## src/rtl/pic_host_sequencer.sv

```systemverilog
`default_nettype none
// ============================================================================
// Module : pic_host_sequencer
// Brief  : CPU-side bus initiator for an 8259 PIC (ICW programming, OCW/status
//          commands, two-pulse INTA acknowledge). Define PIC_HOST_LOCK_EN to add LOCK.
// Rev    : 1.0
// ============================================================================
module pic_host_sequencer #(
  parameter int PULSE_W = 2,
  parameter int GAP_W   = 1
) (
  input  logic       clk,
  input  logic       reset,
  input  logic       INT,
  output logic       CS,
  output logic       WR,
  output logic       RD,
  output logic       A0,
  output logic       INTA,
  input  logic [7:0] D_in,
  output logic [7:0] D_out,
  output logic       D_oe,
  input  logic       init_start,
  input  logic [7:0] icw1,
  input  logic [7:0] icw2,
  input  logic [7:0] icw3,
  input  logic [7:0] icw4,
  output logic       busy,
  output logic       init_done,
  input  logic       cmd_valid,
  output logic       cmd_ready,
  input  logic       cmd_read,
  input  logic       cmd_a0,
  input  logic [7:0] cmd_data,
  output logic [7:0] rd_data,
  output logic       rd_valid,
  input  logic       int_enable,
  output logic [7:0] vector,
  output logic       vector_valid
`ifdef PIC_HOST_LOCK_EN
  ,
  output logic       LOCK
`endif
);

  localparam logic [3:0] ST_IDLE     = 4'd0;
  localparam logic [3:0] ST_SETUP    = 4'd1;
  localparam logic [3:0] ST_STROBE   = 4'd2;
  localparam logic [3:0] ST_HOLD     = 4'd3;
  localparam logic [3:0] ST_GAP      = 4'd4;
  localparam logic [3:0] ST_ACK1     = 4'd5;
  localparam logic [3:0] ST_ACK_GAP  = 4'd6;
  localparam logic [3:0] ST_ACK2     = 4'd7;
  localparam logic [3:0] ST_ACK_DONE = 4'd8;

  localparam int MAX_W = (PULSE_W > GAP_W) ? PULSE_W : GAP_W;
  localparam int CNT_W = (MAX_W > 1) ? $clog2(MAX_W) : 1;
  localparam logic [CNT_W-1:0] PULSE_LAST = CNT_W'(PULSE_W - 1);
  localparam logic [CNT_W-1:0] GAP_LAST   = CNT_W'(GAP_W - 1);

  logic [3:0]       state_q, state_d;
  logic [CNT_W-1:0] cnt_q, cnt_d;
  logic [1:0]       step_q, step_d;
  logic             init_q, init_d;
  logic             init_done_q, init_done_d;
  logic             is_read_q, is_read_d;
  logic             a0_q, a0_d;
  logic [7:0]       data_q, data_d;
  logic [7:0]       rd_data_q, rd_data_d;
  logic [7:0]       vector_q, vector_d;
  logic [7:0]       icw_q [4];
  logic [7:0]       icw_d [4];
  logic             has_next_w;
  logic [1:0]       next_step_w;
  logic             lock_w;

`ifdef PIC_HOST_LOCK_EN
  assign lock_w = (state_q == ST_ACK1) || (state_q == ST_ACK_GAP) ||
                  (state_q == ST_ACK2) || (state_q == ST_ACK_DONE);
  assign LOCK   = lock_w;
`else
  assign lock_w = 1'b0;
`endif

  assign busy      = (state_q != ST_IDLE);
  assign init_done = init_done_q;
  assign rd_data   = rd_data_q;
  assign vector    = vector_q;

  always_ff @(posedge clk) begin
    if (reset) begin
      state_q     <= ST_IDLE;
      cnt_q       <= '0;
      step_q      <= 2'd0;
      init_q      <= 1'b0;
      init_done_q <= 1'b0;
      is_read_q   <= 1'b0;
      a0_q        <= 1'b0;
      data_q      <= 8'h00;
      rd_data_q   <= 8'h00;
      vector_q    <= 8'h00;
      icw_q       <= '{default: 8'h00};
    end else begin
      state_q     <= state_d;
      cnt_q       <= cnt_d;
      step_q      <= step_d;
      init_q      <= init_d;
      init_done_q <= init_done_d;
      is_read_q   <= is_read_d;
      a0_q        <= a0_d;
      data_q      <= data_d;
      rd_data_q   <= rd_data_d;
      vector_q    <= vector_d;
      icw_q       <= icw_d;
    end
  end

  // Which ICW follows the current one: ICW3 only without SNGL, ICW4 only with IC4.
  always_comb begin
    has_next_w  = 1'b0;
    next_step_w = 2'd0;
    case (step_q)
      2'd0: begin has_next_w = 1'b1; next_step_w = 2'd1; end
      2'd1: begin
        if (!icw_q[0][1])     begin has_next_w = 1'b1; next_step_w = 2'd2; end
        else if (icw_q[0][0]) begin has_next_w = 1'b1; next_step_w = 2'd3; end
      end
      2'd2: if (icw_q[0][0])  begin has_next_w = 1'b1; next_step_w = 2'd3; end
      default: ;
    endcase
  end

  always_comb begin
    state_d     = state_q;
    cnt_d       = cnt_q;
    step_d      = step_q;
    init_d      = init_q;
    init_done_d = init_done_q;
    is_read_d   = is_read_q;
    a0_d        = a0_q;
    data_d      = data_q;
    rd_data_d   = rd_data_q;
    vector_d    = vector_q;
    icw_d       = icw_q;
    case (state_q)
      ST_IDLE: begin
        cnt_d = '0;
        if (init_start) begin
          icw_d       = '{icw1, icw2, icw3, icw4};
          step_d      = 2'd0;
          init_d      = 1'b1;
          init_done_d = 1'b0;
          is_read_d   = 1'b0;
          a0_d        = 1'b0;
          data_d      = icw1 | 8'h10;
          state_d     = ST_SETUP;
        end else if (INT && int_enable && init_done_q) begin
          state_d = ST_ACK1;
        end else if (cmd_valid && init_done_q) begin
          is_read_d = cmd_read;
          a0_d      = cmd_a0;
          data_d    = cmd_data;
          state_d   = ST_SETUP;
        end
      end
      ST_SETUP: begin cnt_d = '0; state_d = ST_STROBE; end
      ST_STROBE: begin
        if (cnt_q == PULSE_LAST) begin
          if (is_read_q) rd_data_d = D_in;
          state_d = ST_HOLD;
        end else begin
          cnt_d = cnt_q + CNT_W'(1);
        end
      end
      ST_HOLD: begin cnt_d = '0; state_d = ST_GAP; end
      ST_GAP: begin
        if (cnt_q != GAP_LAST) begin
          cnt_d = cnt_q + CNT_W'(1);
        end else if (init_q && has_next_w) begin
          step_d  = next_step_w;
          a0_d    = 1'b1;
          data_d  = icw_q[next_step_w];
          state_d = ST_SETUP;
        end else begin
          if (init_q) init_done_d = 1'b1;
          init_d  = 1'b0;
          state_d = ST_IDLE;
        end
      end
      ST_ACK1: begin
        if (cnt_q == PULSE_LAST) begin cnt_d = '0; state_d = ST_ACK_GAP; end
        else cnt_d = cnt_q + CNT_W'(1);
      end
      ST_ACK_GAP: begin
        if (cnt_q == GAP_LAST) begin cnt_d = '0; state_d = ST_ACK2; end
        else cnt_d = cnt_q + CNT_W'(1);
      end
      ST_ACK2: begin
        if (cnt_q == PULSE_LAST) begin vector_d = D_in; state_d = ST_ACK_DONE; end
        else cnt_d = cnt_q + CNT_W'(1);
      end
      ST_ACK_DONE: state_d = ST_IDLE;
      default:     state_d = ST_IDLE;
    endcase
  end

  always_comb begin
    CS           = 1'b1;
    WR           = 1'b1;
    RD           = 1'b1;
    A0           = 1'b0;
    INTA         = 1'b1;
    D_oe         = 1'b0;
    D_out        = 8'h00;
    rd_valid     = 1'b0;
    vector_valid = 1'b0;
    cmd_ready    = 1'b0;
    case (state_q)
      ST_IDLE: cmd_ready = init_done_q && !init_start && !(INT && int_enable) && !lock_w;
      ST_SETUP, ST_STROBE, ST_HOLD: begin
        CS    = 1'b0;
        A0    = a0_q;
        D_oe  = !is_read_q;
        D_out = is_read_q ? 8'h00 : data_q;
        if (state_q == ST_STROBE) begin
          WR = is_read_q;
          RD = !is_read_q;
        end
        if (state_q == ST_HOLD) rd_valid = is_read_q;
      end
      ST_ACK1, ST_ACK2: INTA = 1'b0;
      ST_ACK_DONE:      vector_valid = 1'b1;
      default: ;
    endcase
  end

endmodule
`default_nettype wire

```

## config.mk

```make
export PLATFORM = sky130hd
export DESIGN_NAME = pic_host_sequencer
export DESIGN_NICKNAME = d
export VERILOG_FILES = /design/src/rtl/pic_host_sequencer.sv
export SDC_FILE = /design/constraint.sdc
export NUM_CORES = 1
export LEC_CHECK = 0
export ABC_AREA = 1
export CORE_MARGIN = 5
export CORE_UTILIZATION = 44
export DETAILED_ROUTE_END_ITERATION = 10
export GPL_ROUTABILITY_DRIVEN = 0
export PLACE_DENSITY_LB_ADDON = 0.2
export SETUP_SLACK_MARGIN = 0.02
export SYNTH_ARGS = -nofsm -noshare
export SYNTH_HDL_FRONTEND = slang
export SYNTH_SLANG_ARGS = --single-unit
export TNS_END_PERCENT = 100
```

## constraint.sdc

```tcl
create_clock -name clk -period 1.3 [get_ports clk]
set_input_delay 0.26 -clock clk [delete_from_list [all_inputs] [get_ports clk]]
set_output_delay 0.26 -clock clk [all_outputs]
set_load 0.01 [all_outputs]
```

After elaboration in Yosys (flattened, before gate mapping)

Cells that the tools add are included.

Register bits: 67
Output and inout port bits: 35
Word-level logic and storage cells: 134

$add $sub $neg: 1
$lt $le $gt $ge: 1
Equality and inequality tests: 23
Muxes and demuxes: 65
Bitwise logic cells: 1
Reductions and logical operators: 29

Operators by type and width:

| operator                                            | count |
|---|---|
| 2-to-1 mux 8 bit                                    | 9 |
| 2-to-1 mux 1 bit                                    | 33 |
| 2-to-1 mux 4 bit                                    | 8 |
| one-hot mux 4 bit (8 select lines)                  | 1 |
| != test 2 bit, second input constant                | 10 |
| binary-select mux 8 bit (select 2 bit)              | 1 |
| equality test 4 x 3 -> 1 bit, second input constant | 4 |
| one-hot mux 8 bit (2 select lines)                  | 1 |
| 2-to-1 mux 2 bit                                    | 5 |
| AND reduction 5 bit                                 | 2 |
| equality test 4 x 2 -> 1 bit, second input constant | 2 |
| AND reduction 4 bit                                 | 2 |
| nonzero test 4 bit                                  | 2 |
| logical AND 1 bit                                   | 6 |
| != test 3 bit, second input constant                | 2 |
| one-hot mux 1 bit (2 select lines)                  | 3 |
| one-hot mux 2 bit (3 select lines)                  | 1 |
| AND reduction 3 bit                                 | 2 |
| AND reduction 6 bit                                 | 1 |
| OR reduction 2 bit                                  | 3 |
| OR reduction 3 bit                                  | 2 |
| equality test 4 x 1 -> 1 bit, second input constant | 1 |
| equality test 4 bit, second input constant          | 1 |
| logical NOT 4 bit                                   | 1 |
| other kinds (13)                                    | 17 |

Longest topological paths before layout

Gate-level depths: netlist of the first run.

Depth after elaboration: 10
Depth in mapped cells: 11
Depth with buffers taken out: 11

Worst setup path before layout of the first run

No wires, ideal clock.

Kind: register to output
Start point: register state_q[3]
End point: output port D_out[0]
Arrival time: 1.314 ns
Required time: 1.040 ns
Slack: -0.274 ns
Cell stages (with the launch flop): 8
Path through: dfxtp_1 -> nor2_2 -> inv_2 -> nor2_1 -> inv_1 -> nor2_1 -> inv_1 -> nor2_1

Longest elaborated chain between the ends: 3
Elaborated cells on any way between the ends: 5
Classes of those cells: 3 x eq/ne; 1 x mux; 1 x reduce/logical

Ends and longest elaborated chain:

| item                                                                         | RTL line | source |
|---|---|---|
| from (decl)                                                                  | 61       | `logic [3:0] state_q, state_d;` |
| from (signal assigned)                                                       | 104      | `state_q <= state_d;` |
| equality test 4 x 2 -> 1 bit or equality test 4 x 1 -> 1 bit (tied branches) | 218      | `case (state_q)` |
| OR reduction 3 bit (*)                                                       | 218      |  |
| 2-to-1 mux 8 bit (*)                                                         | 218      |  |
| to (decl)                                                                    | 21       | `output logic [7:0] D_out,` |

Every way passes the cells marked *; elsewhere a longest branch is shown, timed or not.

Worst setup path in the final report of the first run

Start point: register state_q[3]
End point: output port RD

Longest elaborated chain between the ends: 3
Elaborated cells on any way between the ends: 6
Classes of those cells: 3 x eq/ne; 2 x mux; 1 x reduce/logical

Ends and longest elaborated chain:

| item                                                   | RTL line | source |
|---|---|---|
| equality test 4 x 2 -> 1 bit (tied with other cells)   | 218, 225 |  |
| OR reduction 3 bit or 2-to-1 mux 1 bit (tied branches) | 218, 225 |  |
| 2-to-1 mux 1 bit (*)                                   | 218      |  |
| to (decl)                                              | 17       | `output logic RD,` |

Marked as above.

==> impl_metrics.ini, run 1 <==
[global_routing]
grt_max_degree = 34
grt.total_usage_pct = 25.9
grt_pass1_wl_mm = 19.9
antenna_found_initial = 0
grt_pass1_vias = 4241
grt-ovfl-total = 0

[yosys]
synth_edf_count = 0
synth_top_area_share_pct = 40.3
synth.distinct_cells = 32
synth_top_cell_by_area = dfxtp_1
syn_avg_cell_area_um2 = 6.81
synth_area_um2 = 3320
synth_seq_area_share_pct = 40.3
synthesis.nets = 544
ys_top_cells_by_area = dfxtp_1, nor2_1, nand2_1
syn-instance-count = 488
synth_seq_cells = 67
yosys_warnings = 0
synth_ff_type = dfxtp_1
async_reset_ff_share_pct = 0

[pwr]
vdd_drop_max_uv = 1380
p_leak_nw = 2.41
p_per_area_nw_per_um2 = 2000

[finish]
drive_above_1_share_pct = 41.8
area_growth_syn_to_layout_pct = 77.8
diodes = 0
fin_nets = 712
layout_commonest_cell = nor2_1
most-common-layout-cells = nor2_1, dfxtp_1, nand2_1
utilization_pct = 81.1

[clock_tree]
clk_pin_slew_ps = 80
clk_path_buf_depth = 2
numCtsBuffers = 9
cts.htree.levels = 3
cts_tree = yes
cts.sinks = 67
clkLatencyLatePin_ps = 360
cts_root_buf = clkbuf_8

[timing]
finalCritPeriodShare_pct = 138
finalHoldViolCount = 0
tns_ps = -29880
setup_viol = 85
relSlewSlack_pct = 70.2
max_freq_mhz = 559
drv_slew = 0
tightest_slew_ps = 447
rsz0062_at_grt = yes
finalClockSkew_ps = 13.8
timing.hold.ws_ps = 458
setup_slack_ps = -489
post-route-min-period_ps = 1790

[floorplanning]
fp.dieH_um = 96.9
start_util_pct = 45.6
die-width_um = 96.9
rows = 31
ios = 91
die_area_um2 = 9390
coreArea_um2 = 7290

[worst_setup_path]
path_max_fanout = 4
worstPathRequired_ps = 1040
worstSetupEndpointType = output pin
start_kind = register
critical_path_class = reg2out
crit_arrival_ps = 1530

[routing]
drt_iter0_markers = 275
ant_nets = 0
wl_per_cell_um = 18.0
vias = 4202
drc = 0
finalWirelength_mm = 13.7
vias_per_cell = 5.53
drtPass1Iterations = 5

[status]
violations = negative setup slack
status = complete, but fails checks

[job]
maxCapViolCount = 0

[place]
dp_hpwl_mm = 7.40
io_buffers = 90
pre_cts_slack_ps = -515

[worst_hold_path]
hp-class = reg2reg
==> sequential cells by signal, indices dropped and copies added, names as in the netlist <==
| name | count |
|---|---|
| data_q | 8 |
| cnt_q | 1 |
| a0_q | 1 |
| step_q | 2 |
| state_q | 4 |
| rd_data | 8 |
| icw_q | 32 |
| init_q | 1 |
| is_read_q | 1 |
| vector | 8 |
| init_done | 1 |
==> worst max-delay path, cell delays in order, from the launching register on <==
cell     delay [ps]
dfxtp_2         360
nor2_4          140
inv_2            70
buf_4           130
buf_6           110
nor2_4          130
nand2_1          90
buf_2           140
==> metrics by stage <==
| step | std cells | power, mW | instance area [um^2] |
|---|---|---|---|
| 2_1_floorplan | 488 | 6.04 | 3440 |
| 3_3_place_gp | 712 | 7.84 | 4810 |
| 3_5_place_dp | 712 | 7.94 | 4810 |
| 4_1_cts | 752 | 11.0 | 5680 |
| 5_1_grt | 760 | 12.4 | 5910 |
| 6_report | 760 | 11.8 | 5910 |
==> cell type report <==
cell class | count | area (um^2)
Sequential cell | 67 | 1350
Inverter | 54 | 233
Timing Repair Buffer | 172 | 1690
Fill cell | 465 | 1380
Timing Repair inverter | 1 | 6.26
Clock inverter | 5 | 60.1
Clock buffer | 11 | 151
Multi-Input combinational cell | 351 | 2300
Tap cell | 99 | 124
==> power breakdown <==
part           internal [mW]  switching, mW
sequential              2.61          0.329
clock                  0.997          0.883
combinational           3.03           3.96
total                   6.63           5.17
==> final timing paths <==
path,start,to,slack (ps),depth (start not counted)
worst max-delay path,state_q[3],RD,-490,7
worst min register to register,icw_q[19],icw_q[19],460,2
worst max register to register,state_q[3],icw_q[13],-480,11
worst min-delay path,icw_q[19],icw_q[19],460,2
==> cells by family after synthesis <==
| kind of cell | synth area share, % |
|---|---|
| compound gates | 16.9 |
| buf+inv | 8.92 |
| flops | 40.3 |
| simple gates | 33.8 |
==> per-layer routing <==
metal,up-vias,GRT usage (%),part of all wire (%)
li1,1929,-,-
met1,1965,27.0,37
met5,-,0,0
met4,0,15.2,5.3
met3,73,8.56,7.0
met2,235,45.2,51
==> synth_stat cells, types with 3 or more instances <==
cell type,instances
a211oi_2,6
a21oi_1,32
buf_2,12
clkbuf_1,6
dfxtp_1,67
inv_1,43
inv_2,10
nand2_1,73
nand2_2,3
nand3_1,37
nand4_1,7
nor2_1,107
nor2_2,4
nor2_4,3
nor3_1,4
o211ai_1,7
o21ai_0,37
o21ai_1,10
or2_2,5
==> what timing repair did <==
item                       4_1_cts  5_1_grt
hold buffers                     0        0
gates resized for setup        237       56
pin swaps                       32       30
setup endpoints to repair      101       91
hold endpoints to repair         0        0
gates cloned                     8        1
buffers inserted                17        9
Note: power is estimated with default switching activity, not from simulation.
==> run 2: changes to the inputs <==
- SKIP_CTS_REPAIR_TIMING: not set -> 1
==> run 2 against run 1 <==
  * The run still ends with negative setup slack left
  * Hold slack lost 6.5 ps
  * Flip-flop and latch count stayed put
  * Final area decreased by 4.3%
  * Die area is the same
  * Critical path type unchanged
  * Largest power group unchanged
==> impl_metrics.ini, run 2 (synthesis results as in run 1) <==
[floorplanning]
die-width_um = 96.9
fp.dieH_um = 96.9
ios = 91
rows = 31
start_util_pct = 45.6
die_area_um2 = 9390
coreArea_um2 = 7290

[global_routing]
grt-ovfl-total = 0
grt_util_met1_pct = 23.6
grt.total_usage_pct = 21.0
grt_pass1_vias = 3655
grt_busiest_layer = met2
antenna_found_initial = 0
grt_pass1_wl_mm = 16.3
use_met3_pct = 6.91
met2_usage_pct = 36.8
grt_max_degree = 34

[clock_tree]
clk_path_buf_depth = 2
clkLatencyLatePin_ps = 360
cts.htree.levels = 3
cts_root_buf = clkbuf_8
numCtsBuffers = 9
clk_pin_slew_ps = 80
cts_tree = yes
cts.sinks = 67

[routing]
finalWirelength_mm = 12.0
drt_iter0_markers = 246
vias_per_cell = 5.26
drtPass1Iterations = 5
ant_nets = 0
drc = 0
wl_per_cell_um = 16.0
vias = 3961

[status]
status = complete, but fails checks
violations = negative setup slack

[worst_setup_path]
crit_arrival_ps = 1550
critical_path_class = reg2out
worstPathRequired_ps = 1040
start_kind = register
worstSetupEndpointType = output pin
path_max_fanout = 2

[timing]
max_freq_mhz = 552
rsz0062_at_grt = yes
finalCritPeriodShare_pct = 139
timing.hold.ws_ps = 451
finalClockSkew_ps = 12.9
setup_viol = 83
setup_slack_ps = -510
tightest_slew_ps = 331
drv_slew = 0
relSlewSlack_pct = 77.9
post-route-min-period_ps = 1810
finalHoldViolCount = 0

[place]
dp_hpwl_mm = 7.40
io_buffers = 90

[finish]
drive_above_1_share_pct = 34.6
area_growth_syn_to_layout_pct = 70.3
most-common-layout-cells = nor2_1, dfxtp_1, nand2_1
diodes = 0
largest_reg_flops = 32
layout_commonest_cell = nor2_1
fin_nets = 705
top_register = icw_q

[pwr]
p_leak_nw = 2.60
power_mw = 11.2
vdd_drop_max_uv = 1230
p_per_area_nw_per_um2 = 1980

[job]
maxCapViolCount = 0

[worst_hold_path]
hp-class = reg2reg
[run 2: path summary, 6_finish.rpt]
check | start | endpoint | slack [ps] | cells after the start
min reg2reg | rd_data[7] | rd_data[7] | 450 | 2
max reg2reg | state_q[0] | step_q[1] | -440 | 12
min | rd_data[7] | rd_data[7] | 450 | 2
max | state_q[3] | A0 | -510 | 8
[run 2: routing by layer]
metal | up-vias | part of all wire (%)
met5 | - | 0
met4 | 0 | 3.9
met3 | 47 | 6.9
met2 | 168 | 50
met1 | 1845 | 39
li1 | 1901 | -
[run 2: per-stage QoR]
stage	cell area [um^2]	TNS, ps	std cells	utilization [%]	worst slack, ps
global placement	4810	-25270	712	65.9	-511
global route	5660	-23220	753	77.6	-563
CTS	5020	-25670	728	68.8	-854
finish	5660	-18260	753	77.6	-510
floorplan	3440	-335	488	-	-62.0
detailed placement	4810	-27110	712	65.9	-515
[run 2: report_power, final]
part	internal (mW)	leakage [nW]	switching, mW
combinational	2.84	1.94	3.58
sequential	2.60	0.553	0.321
clock	0.997	0.106	0.871
[run 2: critical path, stage by stage (launching register included)]
cell     delay (ps)
dfxtp_2         350
nor2_4          120
inv_2            50
nor2_2          110
inv_2            70
buf_4           130
buf_6           110
nor2_2           90
buf_2           150
[run 2: layout make-up]
| cell class | count | area (um^2) |
|---|---|---|
| timing repair buffer | 167 | 1660 |
| multi-input combinational | 349 | 2090 |
| tap | 99 | 124 |
| fill | 499 | 1630 |
| inverter | 54 | 228 |
| clock buffer | 11 | 151 |
| clock inverter | 5 | 60.1 |
| timing repair inverter | 1 | 7.51 |
| sequential | 67 | 1350 |
==> variant (config.mk and constraints of run 2) <==
`data_q` no longer has a reset.
--- a/src/rtl/pic_host_sequencer.sv
+++ b/src/rtl/pic_host_sequencer.sv
@@ -97,5 +97,4 @@
       is_read_q   <= 1'b0;
       a0_q        <= 1'b0;
-      data_q      <= 8'h00;
       rd_data_q   <= 8'h00;
       vector_q    <= 8'h00;
@@ -109,9 +108,12 @@
       is_read_q   <= is_read_d;
       a0_q        <= a0_d;
-      data_q      <= data_d;
       rd_data_q   <= rd_data_d;
       vector_q    <= vector_d;
       icw_q       <= icw_d;
     end
+  end
+
+  always_ff @(posedge clk) begin
+    data_q <= data_d;
   end
 
Function: same outputs for any inputs over 10 cycles, from zero or initial values and one cycle with reset high; that may be too few to reach the edited logic, so the function may still have changed.
==> variant against run 2 <==
- the flow still finishes with violations (setup timing)
- sequential cell count stayed put
- design area fell by 5.4%
- wire length decreased by 20%
- synthesized area down 1.5%
- setup slack better by 220 ps
- clock power shrank 13%
- clock skew fell by 4.5 ps
- power down 1.2%
- critical path type unchanged
- largest power group unchanged
- highest routed layer unchanged
==> variant: results (changes against run 2) <==
Detailed routing:
- The mean number of vias per cell is 4.86 (-7.5%).
- The number of DRC markers in iteration 0 came to 173 (-30%).
- The routed length per instance is 13.9 um (-13%).

Worst setup path:
- The critical-path maximum fanout is 3 (+1).
- The kind of cell adding the most delay to the critical path is simple AND/OR/NAND/NOR gates.
- The setup slack on the worst flop-to-flop path is -210 ps (+230 ps).
- The worst-case reg-to-reg path depth is 8 (-4).
- The endpoint of the lowest-slack register-to-register path is data_q[5]$_DFFE_PP_.
- The launching point of the worst reg2reg path is state_q[2]$_SDFFE_PP0P_.
- The arrival time of data at the critical path endpoint is 1330 ps (-220 ps).

Cells and area:
- The antenna cell count is 0 (unchanged).
- The share of post-route cells with drive strength above 1 was 35.2% (+0.62 points).
- The number of fill cells is 561 (+12%).
- The post-layout instance count excluding filler cells was 696 (-7.6%).
- The net count reported at finish is 648 (-8.1%).

Global routing:
- The first-pass GRT wire length is 13500 um (-17%).
- The combined global-route utilization of all metal layers is 18.7% (-2.3 points).
- The pin count of the biggest net entering global routing is 51 (+50%).
- The via count of the first global-routing pass is 2984 (-18%).

STA:
- The worst slew margin relative to its limit is 84.5% (+6.6 points).
- The final worst-path setup slack is -291 ps (+219 ps).
- The number of setup violations in the final report is 90 (+8.4%).
- The setup skew after layout is 8.44 ps (-4.47 ps).
- The final total negative setup slack is -13440 ps (+4820 ps).
- The worst hold slack is 440 ps (-11.6 ps).

Logic synthesis:
- The number of synthesized flops with an enable pin is 8 (+8).
- The share of synthesized registers carrying an async set or reset came to 0% (unchanged).
- The distinct cell type count of the synthesized netlist is 31 (-3.1%).
- The share of the synthesized area in the top cell type is 36.1% (-4.3 points).
- The net count of the mapped netlist is 501 (-7.9%).
- The commonest cells after synthesis are 86 x nand2_1, 64 x inv_1, 59 x dfxtp_1.
- The sequential share of the synthesized area is 43.4% (+3.0 points).
- The post-synthesis average cell area is 7.36 sq um (+8.1%).
- Ranked by total cell area, the synthesized netlist is headed by dfxtp_1 36%, nand2_1 9.9%, o21ai_0 7.8%, edfxtp_1 7.3%, inv_1 7.3%.

Power:
- The standby leakage power is 2.54 nW (-2.3%).
- The net switching component of the power was 4.74 mW (-0.63%).
- The sequential power is 2.92 mW (about the same).
- The peak supply drop is 0.000962 V (-22%).
- The areal power density over the cells is 2070 mW/mm^2 (+4.4%).
- The clock-net power was 1.63 mW (-13%).

Outcome:
- The final reports fail on setup timing.
- The flow ran to the end, but the final reports show violations.

Placed design:
- The standard cell area after detailed placement is 0.00463 sq mm (-3.7%).
- The placed instance count is 666 (-6.5%).
- The post-place setup slack is -600 ps (-84.8 ps).
- The HPWL reported at the end of detailed placement is 6300 um (-15%).

Clock tree:
- The clock insertion delay at the later pin of the skew report is 340 ps (-20 ps).

Hold path:
- The start point of the worst hold path is rd_data[2]$_SDFFE_PP0P_.
- The end of the worst hold path is rd_data[2]$_SDFFE_PP0P_.
==> variant: cell types whose count changed in the layout (fill, tap and decap cells not counted), sizes merged, moves of 9 or more <==
cell / delta
nand2: +15
a21oi: +16
inv: +15
buf: -22
clkbuf: +9
o21ai: +16
nor2: -85
==> variant: cell families (layout without fill, tap and decap cells) <==
| family | after synthesis | count (layout) | share of synthesized area (%) |
|---|---|---|---|
| DFF | 67 | 67 | 43.4 |
| buffers and inverters | 91 | 243 | 12.5 |
| muxes | 7 | 7 | 2.14 |
| AOI/OAI and AO/OA | 117 | 117 | 18.5 |
| and+or+nand+nor | 163 | 163 | 23.5 |
==> variant: how the worst max path moves through the flow <==
stage / from / end / cells after the start
after detailed placement: init_start / cmd_ready / 5
after global routing: state_q[2]$_SDFFE_PP0P_ / cmd_ready / 5
after floorplan: icw_q[25]$_SDFFE_PP0P_ / data_q[5]$_DFFE_PP_ / 10
final: state_q[2]$_SDFFE_PP0P_ / cmd_ready / 5
after global placement: init_start / cmd_ready / 5
after CTS: state_q[0]$_SDFFE_PP0P_ / CS / 4
==> variant: final cells by class <==
cell class | instances | area [sq um] | share of cell area, %
multi-input combinational | 287 | 1820 | 33.9
timing repair buffer | 153 | 1460 | 27.3
sequential | 67 | 1430 | 26.7
inverter | 72 | 313 | 5.84
clock buffer | 12 | 135 | 2.52
tap | 99 | 124 | 2.31
clock inverter | 4 | 42.5 | 0.794
timing repair inverter | 2 | 32.5 | 0.607
==> variant: routing by layer <==
| layer | wire length [um] | up-vias | GRT usage, % |
|---|---|---|---|
| li1 | - | 1742 | - |
| met1 | 4460 | 1537 | 25.8 |
| met2 | 4510 | 93 | 27.8 |
| met3 | 519 | 14 | 4.53 |
| met4 | 167 | 0 | 7.46 |
| met5 | 0 | - | 0 |
